--- src/rtl/fetch_ctrl.sv ---
// fetch_ctrl: LEGv8 instruction-fetch sequencer.
// Owns the fetch PC and addresses the instruction ROM. It registers each fetched
// word into IF/ID together with a valid bit. Stall and branch-redirect requests
// are applied here, fetch stops on the end-of-program idiom, and an illegal PC
// raises a sticky fault.
module fetch_ctrl #(
  parameter int unsigned       N         = 64,
  parameter int unsigned       IMEM_AW   = 6,
  parameter logic [N-1:0]      RESET_PC  = '0,
  parameter logic [31:0]       HALT_WORD = 32'hb400001f
) (
  input  logic               clk,
  input  logic               reset,
  output logic [IMEM_AW-1:0] imem_addr,
  input  logic [31:0]        imem_q,
  input  logic               stall_F,
  input  logic               redirect,
  input  logic [N-1:0]       redirect_pc,
  output logic [N-1:0]       pc_F,
  output logic [31:0]        instr_D,
  output logic [N-1:0]       pc_D,
  output logic               valid_D,
  output logic               halted,
  output logic               fault,
  output logic [31:0]        fetch_count
);

  // First byte address past the end of the ROM.
  localparam int unsigned ROM_BYTES = 4 << IMEM_AW;
  localparam logic [N-1:0] PC_LIMIT = N'(ROM_BYTES);

  typedef enum logic [1:0] {
    BOOT  = 2'd0,
    RUN   = 2'd1,
    HALT  = 2'd2,
    FAULT = 2'd3
  } state_e;

  state_e       state_q;
  logic [N-1:0] pc_f_q;
  logic [31:0]  instr_d_q;
  logic [N-1:0] pc_d_q;
  logic         valid_d_q;
  logic         halted_q;
  logic         fault_q;
  logic [31:0]  count_q;

  logic [N-1:0] pc_inc;
  logic         redirect_bad;

  // Sequential successor and redirect-target legality.
  always_comb begin
    pc_inc       = pc_f_q + N'(4);
    redirect_bad = (redirect_pc[1:0] != 2'b00) || (redirect_pc >= PC_LIMIT);
  end

  // Fetch FSM: redirect > stall > issue while running; halt/fault states are terminal.
  always_ff @(posedge clk) begin
    if (reset) begin
      state_q   <= BOOT;
      pc_f_q    <= RESET_PC;
      instr_d_q <= '0;
      pc_d_q    <= '0;
      valid_d_q <= 1'b0;
      halted_q  <= 1'b0;
      fault_q   <= 1'b0;
      count_q   <= '0;
    end else begin
      case (state_q)
        BOOT: begin
          valid_d_q <= 1'b0;
          state_q   <= RUN;
        end
        RUN: begin
          if (redirect) begin
            instr_d_q <= '0;
            valid_d_q <= 1'b0;
            if (redirect_bad) begin
              state_q <= FAULT;
              fault_q <= 1'b1;
            end else begin
              pc_f_q <= redirect_pc;
            end
          end else if (!stall_F) begin
            instr_d_q <= imem_q;
            pc_d_q    <= pc_f_q;
            valid_d_q <= 1'b1;
            count_q   <= count_q + 32'd1;
            if (imem_q == HALT_WORD) begin
              state_q  <= HALT;
              halted_q <= 1'b1;
            end else if (pc_inc == PC_LIMIT) begin
              state_q <= FAULT;
              fault_q <= 1'b1;
            end else begin
              pc_f_q <= pc_inc;
            end
          end
        end
        HALT: begin
          valid_d_q <= 1'b0;
          halted_q  <= 1'b1;
        end
        FAULT: begin
          valid_d_q <= 1'b0;
          fault_q   <= 1'b1;
        end
        default: begin
          state_q   <= FAULT;
          valid_d_q <= 1'b0;
          fault_q   <= 1'b1;
        end
      endcase
    end
  end

  // ROM word address is a direct slice of the fetch PC.
  assign imem_addr   = pc_f_q[IMEM_AW+1:2];
  assign pc_F        = pc_f_q;
  assign instr_D     = instr_d_q;
  assign pc_D        = pc_d_q;
  assign valid_D     = valid_d_q;
  assign halted      = halted_q;
  assign fault       = fault_q;
  assign fetch_count = count_q;

endmodule

--- config.mk ---
export PLATFORM = sky130hd
export DESIGN_NAME = fetch_ctrl
export DESIGN_NICKNAME = d
export VERILOG_FILES = /design/src/rtl/fetch_ctrl.sv
export SDC_FILE = /design/constraint.sdc
export NUM_CORES = 1
export LEC_CHECK = 0
export BUFFER_PORTS_ARGS = -buffer_cell sky130_fd_sc_hd__buf_4
export CORE_UTILIZATION = 40
export DETAILED_ROUTE_END_ITERATION = 12
export PLACE_DENSITY_LB_ADDON = 0.12
export SLEW_MARGIN = 20
export SYNTH_ARGS = -nofsm -noshare
export SYNTH_HDL_FRONTEND = slang
export SYNTH_SLANG_ARGS = --single-unit
--- constraint.sdc ---
create_clock -name clk -period 4.2 [get_ports clk]
set_input_delay 1.05 -clock clk [delete_from_list [all_inputs] [get_ports clk]]
set_output_delay 1.05 -clock clk [all_outputs]
set_load 0.02 [all_outputs]
Word level (Yosys, flattened, before mapping):

Index checks and enable logic that the tools add are counted.
Widths: inputs -> output; s select.

* add/sub/neg operators: 2
* $mul: 0
* divide/modulo/power cells: 0
* order comparisons: 1
* equal/unequal tests: 17
* shifts and indexed selects: 0
* mux-type cells: 26
* bitwise operators: 2
* reductions and logical operators: 13

Operators by type and width (count)
* $mux 64: 5
* $add 64x3->64 const B: 1
* $eq 64x9->1 const B: 1
* $ge 64x9->1 const B: 1
* $mux 32: 2
* $add 32x1->32 const B: 1
* $eq 32x32->1 const B: 1
* $ne 2x2->1 const B: 6
* $ne 3x3->1 const B: 4
* $mux 1: 10
* $mux 2: 5
* $reduce_and 5->1: 2
* $reduce_and 4->1: 2
* $reduce_bool 2->1: 4
* $pmux 1 s2: 3
* $eq 2x2->1 const B: 2
* $ne 4x4->1 const B: 1
* $pmux 2 s2: 1
* $reduce_and 3->1: 1
* $reduce_or 3->1: 1
* $eq 2x1->1 const B: 1
* $logic_not 2->1: 1
* $ne 2x1->1 const B: 1
* $not 1->1: 2
* other kinds (2): 2

* register bits: 197
* bits in latches: 0
* RAM bits: 0
* bits in read-only memories: 0
* bits of input ports: 100
* output and inout port bits: 201
* word-level logic and storage cells: 69
* memories kept: 0

Depth between registers and ports, before layout:

* word-level depth: 7
* depth in mapped cells: 14
* gate-level depth less buffers: 10

Worst setup path after synthesis:

Ideal clock, no wire load.

* kind: in2reg
* start point: input imem_q[5]
* end point: register pc_f_q[61], in the netlist pc_F[61]
* library setup time: 0.114 ns
* data arrival time: 3.648 ns
* required time: 4.086 ns
* setup slack: 0.438 ns
* stages: 8
* buffers on the path: 1
* cells stage by stage: or4b_2 > nor4_1 > nor2_1 > nor2_1 > nor2_1 > clkbuf_1 > and3_1 > a2bb2o_4

* longest elaborated chain between the ends: 3

Ends and longest elaborated chain
* start: declaration: line 15 `input logic [31:0] imem_q,`
* $eq 32x32->1: line 89 `if (imem_q == HALT_WORD) begin`
* $ne 2x2->1 (no source line)
* $reduce_and 5->1 (no source line)
* end signal: assignment: line 82 `pc_f_q <= redirect_pc;`
* end signal: assignment: line 96 `pc_f_q <= pc_inc;`
* end: declaration: line 40 `logic [N-1:0] pc_f_q;`

No other way between the ends.
A chain may end at the register's enable or synchronous reset.

Final worst setup path:

* start point: register pc_f_q[7], in the netlist pc_F[7]
* end point: register pc_f_q[32], in the netlist pc_F[32]

* longest elaborated chain between the ends: 5
* elaborated cells on any way between the ends: 8
* those cells by class: add/sub: 1; eq/ne: 2; mux: 4; reduce/logical: 1

Ends and longest elaborated chain
* $add 64x3->64 (*): line 53 `pc_inc = pc_f_q + N'(4);`
* branches (longest 4 deep; another with $eq 64x9->1)

Every way passes the cells marked *. The select of a mux whose other input is x is not followed.

==> out/qor.yml <==
die:
  initial_core_util: 0.4079
  die_y_um: 167.8
  core_um2: 26950
  dieArea_um2: 28150
  rows: 60
  io_pins: 301
  die_x_um: 167.8
sta:
  worst_pin_slew_ns: 1.154
  rsz0062_at_grt: "false"
  setup_viol: 0
  slew_viol_final: 0
  skew_ns: 0.01409
  worst_slack_ns: 0.1974
  finalHoldViolCount: 0
  max_clock_freq_mhz: 249.8
  max-slew-margin-rel: 0.2248
  fin_tns_setup_ns: 0
  period_needed_ns: 4.003
  finalCritPeriodShare: 0.9530
placement:
  dp_hpwl_um: 33240
  portBuffers: 300
  pre_cts_ws_ns: -0.3726
  place_inst: 2001
  dpl_cell_area_um2: 13760
  globalplace.congestion: 1.004
layout:
  diodes: 0
  fillCellCount: 2688
  final_area_um2: 14380
  area_delta_synth_final_pct: 30.76
  mostFrequentLayoutCell: "buf_4"
  drive_gt1_frac: 0.2896
  layout.nets: 1781
  fin_util: 0.5334
  final_cell_mix: "buf_4 (384), nand2_1 (232), dfxtp_1 (196), a21oi_1 (105), nor2_1 (103)"
  final_cells: 2033
synth:
  synth.ff_latch_count: 197
  yosysSeqAreaShare: 0.3588
  synth_area_um2: 10990
  synth_top_area_frac: 0.3588
  synth_edf_count: 0
  synth.area.top_cells: "dfxtp_1 (36%), nand2_1 (7.9%), a21oi_1 (4.8%)"
  synth_warnings: 0
  syn_nets: 1500
  post_synth.cell_area_avg_um2: 7.863
  netlist-cell-type-count: 76
  yosys.area.top_type: "dfxtp_1"
  syn_inst: 1398
  yosys_most_used_dff: "dfxtp_1"
  async_flop_share: 0
drt:
  vias: 12190
  drt_wl_total_um: 44850
  vias_per_cell: 5.994
  drc: 0
  drtPass1Iterations: 6
  wire_per_inst_um: 22.06
  drtIter0Drc: 1404
  ant_nets: 0
power:
  clkPwrFrac: 0.405
  p_sw_mw: 1.320
  power_switching_share: 0.3100
  peakVddDrop_mv: 0.2234
  power_density_nw_per_um2: 296.1
  combPwrFrac: 0.137
  power_leakage_nw: 5.432
  p_seq_frac: 0.458
  power.internal_mw: 2.936
grt:
  grt_pass1_vias: 11470
  grt_start_max_net_pins: 89
  grt_pass1_wl_um: 68610
  grtUsageTotal: 0.3144
  grt_remaining_overflow: 0
  antenna_found_initial: 0
min_path:
  holdPathStages: 2
  hp-class: "register to register"
  hold_end: "pc_D[44]$_SDFFE_PP0P_"
  min_from: "pc_D[44]$_SDFFE_PP0P_"
run:
  max_cap_viol_count: 0
worst_setup_path:
  crit_arrival_ns: 4.38
  cp.required_ns: 4.58
  path_cells: "nand4_1 > buf_4 > nor4_1 > buf_4 > a21boi_0 > nor4_1 > nand4_1 > nor4_2 > buf_4 > nand4_4 > buf_4 > a311o_1 > o21ai_1"
  reg2reg_slack_ns: 0.20
  r2r-end: "pc_F[32]$_SDFFE_PP0P_"
  reg2reg_depth: 13
  worstSetupPathType: "register to register"
  start_kind: "register"
  cp-end-kind: "register"
  path_max_fanout: 28
  r2r-start: "pc_F[7]$_SDFFE_PP0P_"
  cp_common_cell: "buf_4"
  max_stage_delay_ns: 0.66
  crit_slowest_cell: "dfxtp_1"
clock_tree:
  cts_sinks: 197
  cts_tree: "done"
  root_buffer: "clkbuf_16"
  cts_buffer_depth: 2
  htreeDepth: 4
  clk_pin_slew_ns: 0.09
  clk_latency_ns: 0.45
  numCtsBuffers: 17
  ctsHoldBuffers: 0
run_status:
  status: "finished, final reports clean"
-- kinds of logic after synthesis --
kind of cell | Yosys count | share of synthesized area
simple gates | 651 | 0.3066
flops | 197 | 0.3588
mux | 10 | 0.009447
compound gates | 313 | 0.2125
xor+xnor | 45 | 0.03585
fa+ha+maj | 2 | 0.002276
buf+inv | 180 | 0.07455
-- final cells by class --
type,instances,area [µm²],share of cell area
Tap cell,341,426.7,0.02968
Clock buffer,17,425.4,0.02959
Multi-Input combinational cell,1021,6248,0.4347
Clock inverter,15,180.2,0.01253
Timing Repair Buffer,387,2943,0.2047
Sequential cell,197,3945,0.2744
Inverter,55,206.4,0.01436
-- layer usage --
layer  wire, µm  global-route usage  up-vias
li1           -                   -     5664
met1      19160              0.4267     5817
met2      20360              0.4920      621
met3       3917             0.06182       83
met4       1407              0.1193        0
met5          0                   0        -
-- cells in the mapped netlist, types with 3 or more instances --
| master | count |
|---|---|
| a21oi_1 | 105 |
| or3_1 | 18 |
| nor2_1 | 103 |
| dfxtp_1 | 197 |
| and3_1 | 19 |
| nor2b_1 | 5 |
| o311ai_0 | 9 |
| o22ai_2 | 8 |
| nand4b_1 | 3 |
| and2_1 | 10 |
| mux2_2 | 3 |
| o2111ai_1 | 6 |
| mux2i_1 | 7 |
| nand4_1 | 79 |
| or4_1 | 9 |
| a21o_1 | 4 |
| nand3_1 | 46 |
| a32o_1 | 6 |
| a211oi_1 | 9 |
| o221ai_2 | 27 |
| a22oi_1 | 38 |
| nor3b_1 | 3 |
| buf_2 | 18 |
| nor4b_1 | 3 |
| xnor2_1 | 29 |
| buf_6 | 10 |
| xor2_1 | 16 |
| a31oi_1 | 12 |
| nand4_4 | 3 |
| nor4_2 | 4 |
| a21boi_0 | 3 |
| o31ai_1 | 29 |
| buf_4 | 12 |
| clkbuf_1 | 78 |
| nor3_1 | 32 |
| nor4_1 | 46 |
| o21ai_0 | 32 |
| nand2_1 | 232 |
| inv_1 | 55 |
| buf_1 | 6 |
| and4_1 | 13 |
-- power groups by stage --
stage / registers, mW / logic (mW) / clock network [mW]
3_5_place_dp: 1.99 / 0.576 / 0
6_report: 1.95 / 0.584 / 1.72
5_1_grt: 1.95 / 0.619 / 1.83
4_1_cts: 1.95 / 0.578 / 1.74
2_1_floorplan: 2.01 / 0.285 / 0
3_3_place_gp: 1.99 / 0.576 / 0
-- what timing repair did --
action                     CTS  global route
gates resized for setup      0             2
buffers inserted             0             0
setup endpoints to repair    0             7
-- sequential cells by signal, indices dropped and copies added (netlist names) --
name and count:
instr_D 32, valid_D 1, state_q 2, pc_D 64
fault 1, fetch_count 32, pc_F 64, halted 1
-- critical path: cells and delay by family (launching register included) --
| family | cells | cell delay (ns) |
|---|---|---|
| buffers and inverters | 4 | 0.97 |
| flip-flops | 1 | 0.66 |
| AO/OA/AOI/OAI | 3 | 0.50 |
| AND/OR/NAND/NOR | 6 | 1.81 |
-- metrics by stage --
stage / hold WS [ns] / power, mW
floorplan: 0.4545 / 2.299
global placement: 0.4424 / 2.567
detailed placement: 0.4472 / 2.568
CTS: 0.4587 / 4.270
global route: 0.4773 / 4.408
finish: 0.4569 / 4.256
-- how the worst max path moves through the flow --
stage                          from                    end  cells after the start
6_report       pc_F[7]$_SDFFE_PP0P_  pc_F[32]$_SDFFE_PP0P_                     13
5_1_grt        pc_F[7]$_SDFFE_PP0P_  pc_F[32]$_SDFFE_PP0P_                     13
4_1_cts             redirect_pc[28]  pc_F[45]$_SDFFE_PP0P_                     10
3_5_place_dp        redirect_pc[28]  pc_F[45]$_SDFFE_PP0P_                     10
3_3_place_gp        redirect_pc[28]  pc_F[45]$_SDFFE_PP0P_                     10
2_1_floorplan             imem_q[5]  pc_F[61]$_SDFFE_PP0P_                      8
Power figures use the tool's default switching activity.
